**config.mk**
```make
export PLATFORM = sky130hd
export DESIGN_NAME = fwd_hazard_unit
export DESIGN_NICKNAME = d
export VERILOG_FILES = /design/src/rtl/fwd_pkg.sv /design/src/rtl/operand_fwd_mux.sv /design/src/rtl/fwd_hazard_unit.sv
export SDC_FILE = /design/constraint.sdc
export NUM_CORES = 1
export LEC_CHECK = 0
export ABC_CLOCK_PERIOD_IN_PS = 8600
export CELL_PAD_IN_SITES_DETAIL_PLACEMENT = 0
export CELL_PAD_IN_SITES_GLOBAL_PLACEMENT = 2
export CORE_UTILIZATION = 24
export CTS_CLUSTER_SIZE = 30
export DETAILED_ROUTE_END_ITERATION = 6
export GPL_ROUTABILITY_DRIVEN = 0
export GPL_TIMING_DRIVEN = 0
export PLACE_DENSITY = 0.95
export SYNTH_ARGS = -nofsm -noshare
export SYNTH_HDL_FRONTEND = slang
export SYNTH_SLANG_ARGS = --single-unit
export TNS_END_PERCENT = 30
```
**constraint.sdc**
```tcl
create_clock -name i_clk -period 8.6 [get_ports i_clk]
set_clock_uncertainty 0.15 [all_clocks]
set_input_delay 2.58 -clock i_clk [delete_from_list [all_inputs] [get_ports i_clk]]
set_output_delay 2.58 -clock i_clk [all_outputs]
set_load 0.02 [all_outputs]
```
**src/rtl/fwd_pkg.sv**
```systemverilog
// Shared constants and stage-record types for the RV32I forwarding/hazard unit.
package fwd_pkg;

  localparam int unsigned FWD_XLEN = 32;
  localparam int unsigned FWD_AW   = 5;

  localparam logic [1:0] FWD_RF    = 2'b00;
  localparam logic [1:0] FWD_MEMWB = 2'b01;
  localparam logic [1:0] FWD_EXMEM = 2'b10;
  localparam logic [1:0] FWD_RET   = 2'b11;

  typedef struct packed {
    logic                v;
    logic [FWD_AW-1:0]   rd;
    logic                rw;
    logic                mr;
    logic [FWD_XLEN-1:0] result;
  } exmem_t;

  typedef struct packed {
    logic                v;
    logic [FWD_AW-1:0]   rd;
    logic                rw;
    logic [FWD_XLEN-1:0] data;
  } memwb_t;

  typedef struct packed {
    logic                v;
    logic [FWD_AW-1:0]   rd;
    logic [FWD_XLEN-1:0] data;
  } ret_t;

  function automatic logic writable(input logic v, input logic rw, input logic [FWD_AW-1:0] rd);
    return v & rw & (rd != '0);
  endfunction

endpackage

```
**src/rtl/operand_fwd_mux.sv**
```systemverilog
// One forwarding channel: priority compare of a source register against the
// in-flight destinations and the 4:1 operand select.
module operand_fwd_mux
  import fwd_pkg::*;
#(
  parameter int unsigned XLEN      = 32,
  parameter int unsigned AW        = 5,
  parameter int unsigned RF_BYPASS = 1
) (
  input  logic [AW-1:0]   i_rs,
  input  logic [XLEN-1:0] i_rf_data,
  input  logic            i_exmem_wr,
  input  logic            i_exmem_mr,
  input  logic [AW-1:0]   i_exmem_rd,
  input  logic [XLEN-1:0] i_exmem_data,
  input  logic            i_memwb_wr,
  input  logic [AW-1:0]   i_memwb_rd,
  input  logic [XLEN-1:0] i_memwb_data,
  input  logic            i_ret_wr,
  input  logic [AW-1:0]   i_ret_rd,
  input  logic [XLEN-1:0] i_ret_data,
  output logic [XLEN-1:0] o_operand,
  output logic [1:0]      o_sel
);

  logic [1:0] w_sel;

  // A load still in EX/MEM is never a source; the stall keeps that case from arising.
  always_comb begin
    w_sel = FWD_RF;
    if (i_rs != '0) begin
      if (i_exmem_wr && !i_exmem_mr && (i_exmem_rd == i_rs)) begin
        w_sel = FWD_EXMEM;
      end else if (i_memwb_wr && (i_memwb_rd == i_rs)) begin
        w_sel = FWD_MEMWB;
      end else if ((RF_BYPASS == 0) && i_ret_wr && (i_ret_rd == i_rs)) begin
        w_sel = FWD_RET;
      end
    end
  end

  always_comb begin
    o_operand = i_rf_data;
    case (w_sel)
      FWD_EXMEM: o_operand = i_exmem_data;
      FWD_MEMWB: o_operand = i_memwb_data;
      FWD_RET:   o_operand = i_ret_data;
      default:   o_operand = i_rf_data;
    endcase
  end

  assign o_sel = w_sel;

endmodule

```
**src/rtl/fwd_hazard_unit.sv**
```systemverilog
// Forwarding and load-use hazard unit: owns the EX/MEM, MEM/WB (and optional
// retired-write) tracking registers, drives operand muxes and the RF write port.
module fwd_hazard_unit
  import fwd_pkg::*;
#(
  parameter int unsigned XLEN      = 32,
  parameter int unsigned NREGS     = 32,
  parameter int unsigned NSRC      = 2,
  parameter int unsigned RF_BYPASS = 1,
  parameter int unsigned CW        = 16,
  localparam int unsigned AW       = $clog2(NREGS)
) (
  input  logic                 i_clk,
  input  logic                 i_rst_n,
  input  logic                 i_id_valid,
  input  logic [NSRC*AW-1:0]   i_id_rs,
  input  logic [NSRC-1:0]      i_id_uses_rs,
  input  logic                 i_ex_valid,
  input  logic                 i_ex_regwrite,
  input  logic                 i_ex_memread,
  input  logic [AW-1:0]        i_ex_rd,
  input  logic [NSRC*AW-1:0]   i_ex_rs,
  input  logic [NSRC*XLEN-1:0] i_ex_rf_data,
  input  logic [XLEN-1:0]      i_ex_result,
  input  logic                 i_flush,
  input  logic [XLEN-1:0]      i_mem_load_data,
  output logic [NSRC*XLEN-1:0] o_ex_operand,
  output logic [NSRC*2-1:0]    o_fwd_sel,
  output logic                 o_stall,
  output logic                 o_wb_we,
  output logic [AW-1:0]        o_wb_rd,
  output logic [XLEN-1:0]      o_wb_data,
  output logic [CW-1:0]        o_stall_count
);

  exmem_t        r_exmem;
  memwb_t        r_memwb;
  ret_t          r_ret;
  logic [CW-1:0] r_stall_count;

  logic w_exmem_wr, w_memwb_wr, w_ret_wr, w_id_hit, w_stall;

  assign w_exmem_wr = writable(r_exmem.v, r_exmem.rw, r_exmem.rd);
  assign w_memwb_wr = writable(r_memwb.v, r_memwb.rw, r_memwb.rd);
  assign w_ret_wr   = r_ret.v & (r_ret.rd != '0);

  always_ff @(posedge i_clk or negedge i_rst_n) begin
    if (!i_rst_n) begin
      r_exmem <= '0;
      r_memwb <= '0;
    end else begin
      r_exmem.v      <= i_ex_valid & ~i_flush;
      r_exmem.rd     <= i_ex_rd;
      r_exmem.rw     <= i_ex_regwrite;
      r_exmem.mr     <= i_ex_memread;
      r_exmem.result <= i_ex_result;
      r_memwb.v      <= r_exmem.v;
      r_memwb.rd     <= r_exmem.rd;
      r_memwb.rw     <= r_exmem.rw;
      r_memwb.data   <= r_exmem.mr ? i_mem_load_data : r_exmem.result;
    end
  end

  // Retired-write stage covers a register bank whose read misses a same-cycle write.
  if (RF_BYPASS == 0) begin : g_ret
    always_ff @(posedge i_clk or negedge i_rst_n) begin
      if (!i_rst_n) begin
        r_ret <= '0;
      end else begin
        r_ret.v    <= w_memwb_wr;
        r_ret.rd   <= r_memwb.rd;
        r_ret.data <= r_memwb.data;
      end
    end
  end else begin : g_no_ret
    assign r_ret = '0;
  end

  always_comb begin
    w_id_hit = 1'b0;
    for (int i = 0; i < NSRC; i++) begin
      if (i_id_uses_rs[i] && (i_id_rs[i*AW +: AW] == i_ex_rd)) w_id_hit = 1'b1;
    end
  end

  assign w_stall = i_id_valid & i_ex_valid & i_ex_memread & ~i_flush & (i_ex_rd != '0) & w_id_hit;

  always_ff @(posedge i_clk or negedge i_rst_n) begin
    if (!i_rst_n) begin
      r_stall_count <= '0;
    end else if (w_stall && (r_stall_count != '1)) begin
      r_stall_count <= r_stall_count + 1'b1;
    end
  end

  for (genvar g = 0; g < NSRC; g++) begin : g_ch
    operand_fwd_mux #(
      .XLEN      (XLEN),
      .AW        (AW),
      .RF_BYPASS (RF_BYPASS)
    ) u_mux (
      .i_rs         (i_ex_rs[g*AW +: AW]),
      .i_rf_data    (i_ex_rf_data[g*XLEN +: XLEN]),
      .i_exmem_wr   (w_exmem_wr),
      .i_exmem_mr   (r_exmem.mr),
      .i_exmem_rd   (r_exmem.rd),
      .i_exmem_data (r_exmem.result),
      .i_memwb_wr   (w_memwb_wr),
      .i_memwb_rd   (r_memwb.rd),
      .i_memwb_data (r_memwb.data),
      .i_ret_wr     (w_ret_wr),
      .i_ret_rd     (r_ret.rd),
      .i_ret_data   (r_ret.data),
      .o_operand    (o_ex_operand[g*XLEN +: XLEN]),
      .o_sel        (o_fwd_sel[g*2 +: 2])
    );
  end

  assign o_stall       = w_stall;
  assign o_wb_we       = w_memwb_wr;
  assign o_wb_rd       = r_memwb.rd;
  assign o_wb_data     = r_memwb.data;
  assign o_stall_count = r_stall_count;

endmodule

```
==> out/results.tsv, run 1 <==
stage	metric	value	unit
cells_and_area	Layout area overhead	65.8	%
cts	hold buffers post-CTS	0	
sta	TNS Setup	0	ps
min_path	hold path endpoint	r_memwb[32]	
floorplanning	Initial Utilization	24.5	%
cts	Root Buffer	clkbuf_16	
sta	crit share post-route	93.0	%
floorplanning	Die Footprint	22900	um2
critical_path	CP Class	in2out	
global_routing	global route total overflow	0	
sta	Worst-Margin Slew	862	ps
routing	WL/cell	18.9	um
global_routing	largest net degree at the start of global routing	59	
outcome	outcome	complete, no violations	
synthesis	Post-synth EDFFs	0	
sta	RSZ-0062 raised after global routing	false	
global_routing	initial antenna violation count	2	
synthesis	synth warn	0	
synthesis	Top FF cell, synth	dfrtp_1	
routing	routed vias	5045	
floorplanning	die height	151	um
cts	TritonCTS Buffers	9	
cells_and_area	nets	1001	
global_routing	vias in the first global route	5150	
floorplanning	Rows	54	
synthesis	Synth cell types	38	
floorplanning	I/O pin total	285	
routing	drt drc	0	
critical_path	Critical path origin	i_ex_rs[6]	
sta	Fmax achieved	0.125	GHz
sta	Tmin final	8000	ps
sta	Setup Viol. Count Final	0	
critical_path	Worst Path Required	5870	ps
min_path	WHS Path Cells	0	
cts	post-CTS sizing	0	
cts	clock transition at the registers of the reported paths	70	ps
critical_path	Cell Chain, Critical Path	clkdlybuf4s50_1 -> xor2_1 -> nor4_1 -> and3_1 -> buf_4 -> buf_6 -> nand2_1 -> a31oi_1 -> clkdlybuf4s50_1	
sta	Slew Viols, Final	0	
routing	first-pass iteration count of the detailed router	4	
placed_design	Post-DP HPWL	16200	um
cts	clock sink count	95	
critical_path	Reg2Reg Capture Point	o_stall_count[15]	
sta	relative slew slack	42.5	%
synthesis	async set-reset flop share out of synthesis	100	%
floorplanning	chip width	151	um
global_routing	first-pass GRT wire length	30600	um
cts	postcts setup bufs	0	
cts	clock insertion delay at the later pin of the skew report	350	ps
critical_path	worst r2r src	o_stall_count[0]	
sta	hold slack	218	ps
floorplanning	Core Footprint	21800	um2
global_routing	gr usage total	18.5	%
cts	worst-case clock buffer depth	2	
routing	WL final	21300	um
cells_and_area	layout cells sized above 1	14.0	%
synthesis	synthesized area per cell	9.88	um2
critical_path	Most Frequent Cell on Critical Path	clkdlybuf4s50_1	
routing	Starting DRT DRC Count	127	
min_path	hold path start	r_exmem[33]	
critical_path	crit path DAT	5270	ps
pwr	VDD IR-drop max	106	uV
routing	Vias/cell	4.49	
routing	antenna-violating nets left	0	
job	MaxCap Viol Count	0	
pwr	P_leak	3.88	nW
synthesis	area of the mapped netlist	5350	um2
critical_path	Worst R2R Setup Slack	6420	ps
critical_path	slowest CP cell	clkdlybuf4s50_1	
cts	CTS HTree Levels	3	
critical_path	R2R cell count	7	
synthesis	register area share after synthesis	44.4	%
placed_design	port bufs	284	
pwr	Cell Pwr Density	133	nW/um2
critical_path	peak fanout along the critical path	10	
synthesis	Post-Synthesis Cells	542	
min_path	hold crit path type	reg2reg	
critical_path	startpoint types	input port	
critical_path	CP peak stage delay	670	ps
synthesis	synthesized flop and latch total	95	
sta	Hold Vio Cnt, Final	0	
critical_path	Worst setup EP type	output pin	
cts	CTS tree	done	
synthesis	syn_nets	705	
## through the flow
| stage | area, um2 | utilization (%) | total power (W) | instances | setup WS [ps] |
|---|---|---|---|---|---|
| after floorplan | 5350 | - | 0.000605 | 542 | 1830 |
| after global placement | 8550 | 39.2 | 0.000769 | 1106 | 580 |
| after detailed placement | 8570 | 39.3 | 0.000772 | 1107 | 598 |
| after CTS | 8870 | 40.7 | 0.00119 | 1123 | 597 |
| after global routing | 8870 | 40.7 | 0.00123 | 1123 | 509 |
| final | 8870 | 40.7 | 0.00118 | 1124 | 604 |
## worst max-delay path: cells and delay by family
kind,cells,cell delay (ps)
AOI/OAI and AO/OA,1,280
xor gates and xnor gates,1,200
and+or+nand+nor,3,700
buffers and inverters,4,1480
## how the worst max path moves through the flow
stage | end | slack (ps) | cells past startpoint
finish | o_ex_operand[59] | 600 | 9
global placement | o_ex_operand[59] | 580 | 9
detailed placement | o_ex_operand[59] | 600 | 9
CTS | o_ex_operand[59] | 600 | 9
floorplan | o_ex_operand[0] | 1830 | 7
global route | o_ex_operand[59] | 510 | 9
## sequential cells by signal, indices dropped and copies added (netlist names)
signal / flops
o_wb_data: 32
o_wb_rd: 5
r_exmem: 40
o_stall_count: 16
r_memwb: 2
## area by class of cell
type | instances | area, um2
flip-flops and latches | 95 | 2380
inverters | 3 | 11.3
well taps | 280 | 350
clock inverters | 4 | 55.1
clock buffers | 12 | 246
plain buffers | 68 | 584
multi-input cells | 376 | 2380
fillers | 2171 | 12900
diodes | 1 | 2.50
repair buffers | 285 | 2870
## kinds of logic after synthesis
kind of cell	share of synthesized area, %
xor+xnor	6.71
fa+ha+maj	0.234
mux	13.3
flops	44.4
buf+inv	11.1
compound gates	7.62
simple gates	16.6
## report_power, final
group	leakage, nW	internal (W)	switching [W]	total (W)
clock	0.143	0.000235	0.000180	0.000415
combinational	2.59	0.000164	0.000105	0.000269
sequential	1.14	0.000470	0.0000225	0.000493
total	3.88	0.000869	0.000307	0.00118
## cells in the final DEF (no fill, tap or decap), types with 2 or more instances in the layout
cell type	Yosys	routed
buf_6	15	15
nor4_1	5	5
dfrtp_1	95	95
nand3_1	12	12
buf_2	4	4
a21oi_1	32	32
and3_1	8	8
xnor2_1	32	32
clkbuf_16	0	9
mux2i_1	33	33
inv_1	3	3
a31oi_1	32	32
nor3_1	2	2
mux2_2	34	34
clkdlybuf4s50_1	0	283
or4_1	3	3
clkinv_4	0	2
nand2_1	73	73
buf_12	4	4
and2_1	2	2
nand4_1	11	11
buf_4	39	40
clkbuf_1	6	8
or4_4	3	3
nor2_1	69	69
xor2_1	9	9
o21ai_1	2	2
## routing by layer
metal / GRT usage, % / share of wire, %
met1: 21.8 / 40
met2: 31.8 / 48
met3: 5.78 / 10
met4: 5.90 / 1.6
met5: 0 / 0.061
## Yosys cell counts (9+ instances only)
cell      n  share of area, %
a21oi_1  32               3.0
a31oi_1  32               3.7
buf_4    39               5.5
buf_6    15               3.2
dfrtp_1  95                44
mux2_2   34               7.2
mux2i_1  33               6.2
nand2_1  73               5.1
nand3_1  12               1.1
nand4_1  11               1.3
nor2_1   69               4.8
xnor2_1  32               5.2
xor2_1    9               1.5
(Power assumes the default switching activity.)
==> run 2: changes to the inputs <==
Settings changed: REMOVE_ABC_BUFFERS set to 1.
==> run 2 against run 1 <==
- sequential cell count unchanged
- register-to-register slack got worse by 190 ps
- setup slack got worse by 360 ps
- non-clock buffer count fell by 66
- largest power group unchanged
- final cell count shrank 5.9%
==> out/results.tsv, run 2 (synthesized netlist as in run 1, its figures left out) <==
stage	metric	value	unit	change
floorplanning	die height	151	um	unchanged
sta	Worst-Margin Slew	1220	ps	+358 ps
routing	Vias/cell	4.48		-0.25%
sta	Tmin final	8360	ps	+364 ps
cts	clock transition at the registers of the reported paths	70	ps	about the same
min_path	hold crit path type	reg2reg		
floorplanning	chip width	151	um	unchanged
pwr	Cell Pwr Density	139	nW/um2	+5.0%
cts	hold buffers post-CTS	0		unchanged
routing	drt drc	0		unchanged
pwr	Power, Total	0.00116	W	-1.3%
routing	first-pass iteration count of the detailed router	4		unchanged
cells_and_area	Largest register FFs	40		unchanged
global_routing	largest net degree at the start of global routing	66		+12%
sta	Fmax achieved	0.120	GHz	-4.4%
outcome	outcome	complete, no violations		
pwr	VDD IR-drop max	80.7	uV	-24%
cells_and_area	Layout area overhead	55.8	%	
cells_and_area	most frequent cells in the layout	clkdlybuf4s50_1, dfrtp_1, nand2_1		
routing	WL met3	1730	um	-19%
cts	TritonCTS Buffers	9		unchanged
sta	Hold Vio Cnt, Final	0		unchanged
routing	WL met2	8570	um	-16%
cts	CTS tree	done		
routing	antenna-violating nets left	0		unchanged
critical_path	peak fanout along the critical path	32		+22
cts	postcts setup bufs	0		unchanged
floorplanning	I/O pin total	285		unchanged
cells_and_area	fin area	8340	um2	-6.0%
routing	Met1 Wirelength	7520	um	-12%
global_routing	global route total overflow	0		unchanged
cts	clock insertion delay at the later pin of the skew report	350	ps	about the same
cts	worst-case clock buffer depth	2		unchanged
placed_design	area of placed instances	8030	um2	-6.3%
routing	WL final	18000	um	-15%
sta	relative slew slack	18.7	%	-24 points
global_routing	initial antenna violation count	1		-1
critical_path	CP Class	in2out		
floorplanning	Die Footprint	22900	um2	unchanged
floorplanning	Initial Utilization	24.5	%	unchanged
cts	post-CTS sizing	0		unchanged
routing	top sig layer	met4		
cells_and_area	layout cells sized above 1	8.11	%	-5.9 points
pwr	P_leak	3.57	nW	-8.0%
placed_design	port bufs	284		unchanged
floorplanning	Rows	54		unchanged
global_routing	vias in the first global route	4641		-9.9%
sta	Setup Viol. Count Final	0		unchanged
cells_and_area	Filler Cell Count	2195		+1.1%
routing	routed vias	4737		-6.1%
cells_and_area	post-route insts no fill	1058		-5.9%
sta	crit share post-route	97.2	%	+4.2 points
cts	Root Buffer	clkbuf_16		
floorplanning	Core Footprint	21800	um2	unchanged
cts	clock sink count	95		unchanged
critical_path	startpoint types	input port		
sta	Slew Viols, Final	0		unchanged
cells_and_area	Largest Register	r_exmem		
cts	CTS HTree Levels	3		unchanged
global_routing	first-pass GRT wire length	26400	um	-14%
routing	WL/cell	17.0	um	-10%
sta	RSZ-0062 raised after global routing	false		
cells_and_area	commonest non-fill, non-tap cell in the layout	clkdlybuf4s50_1		
placed_design	Cells after DPL	1041		-6.0%
global_routing	gr usage total	15.6	%	-3.0 points
job	MaxCap Viol Count	0		unchanged
cells_and_area	nets	935		-6.6%
critical_path	Worst Path Required	5870	ps	about the same
critical_path	Worst setup EP type	output pin		
routing	Starting DRT DRC Count	138		+8.7%
placed_design	Post-DP HPWL	13000	um	-19%
critical_path	crit path DAT	5630	ps	+360 ps
[run 2: critical path: stages]
cell and delay, ps:
clkdlybuf4s50_1 490, xor2_1 200, nor4_1 400, and3_2 850
nand2_1 230, a31oi_1 230, clkdlybuf4s50_1 640
[run 2: worst paths after layout]
| check | startpoint | endpoint | slack [ps] | cells after the start |
|---|---|---|---|---|
| max | i_ex_rs[9] | o_ex_operand[44] | 240 | 7 |
| min | r_exmem[33] | r_memwb[32] | 220 | 0 |
| max reg2reg | o_stall_count[0] | o_stall_count[1] | 6230 | 6 |
| min reg2reg | r_exmem[33] | r_memwb[32] | 220 | 0 |
| max in group asynchronous | i_rst_n | o_wb_data[2] | 5540 | 2 |
| min in group asynchronous | i_rst_n | o_wb_rd[0] | 2080 | 1 |
[run 2: area by class of cell]
type                       count  area, um2  share of cell area (%)
timing repair buffer         287       2910                    34.9
antenna                        1       2.50                  0.0300
tap                          280        350                    4.20
clock inverter                 6       66.3                   0.795
clock buffer                  10        239                    2.87
sequential                    95       2380                    28.5
multi-input combinational    376       2380                    28.6
inverter                       3       11.3                   0.135
[run 2: where the power goes]
group | internal (W) | total, W | switching (W)
registers | 0.000470 | 0.000493 | 0.0000233
logic | 0.000148 | 0.000246 | 0.0000983
clock network | 0.000236 | 0.000421 | 0.000185
[run 2: routing by layer]
metal | up-vias | GRT usage (%)
met4 | 0 | 4.00
met3 | 15 | 5.39
met1 | 2245 | 18.4
met5 | - | 0
li1 | 2289 | -
met2 | 188 | 26.6
[run 2: metrics by stage]
stage / setup slack [ps] / utilization [%] / setup TNS [ps] / hold WS (ps)
2_1_floorplan: 1270 / - / 0 / 197
3_3_place_gp: -463 / 36.5 / -16910 / 203
3_5_place_dp: 190 / 36.8 / 0 / 207
4_1_cts: 178 / 38.2 / 0 / 224
5_1_grt: 77.7 / 38.2 / 0 / 229
6_report: 240 / 38.2 / 0 / 222
==> run 3: changes to the inputs <==
Settings changed: SKIP_CTS_REPAIR_TIMING set to 1.
==> results of run 3 <==
The final DEF is identical to that of run 2; final timing and power are the same.
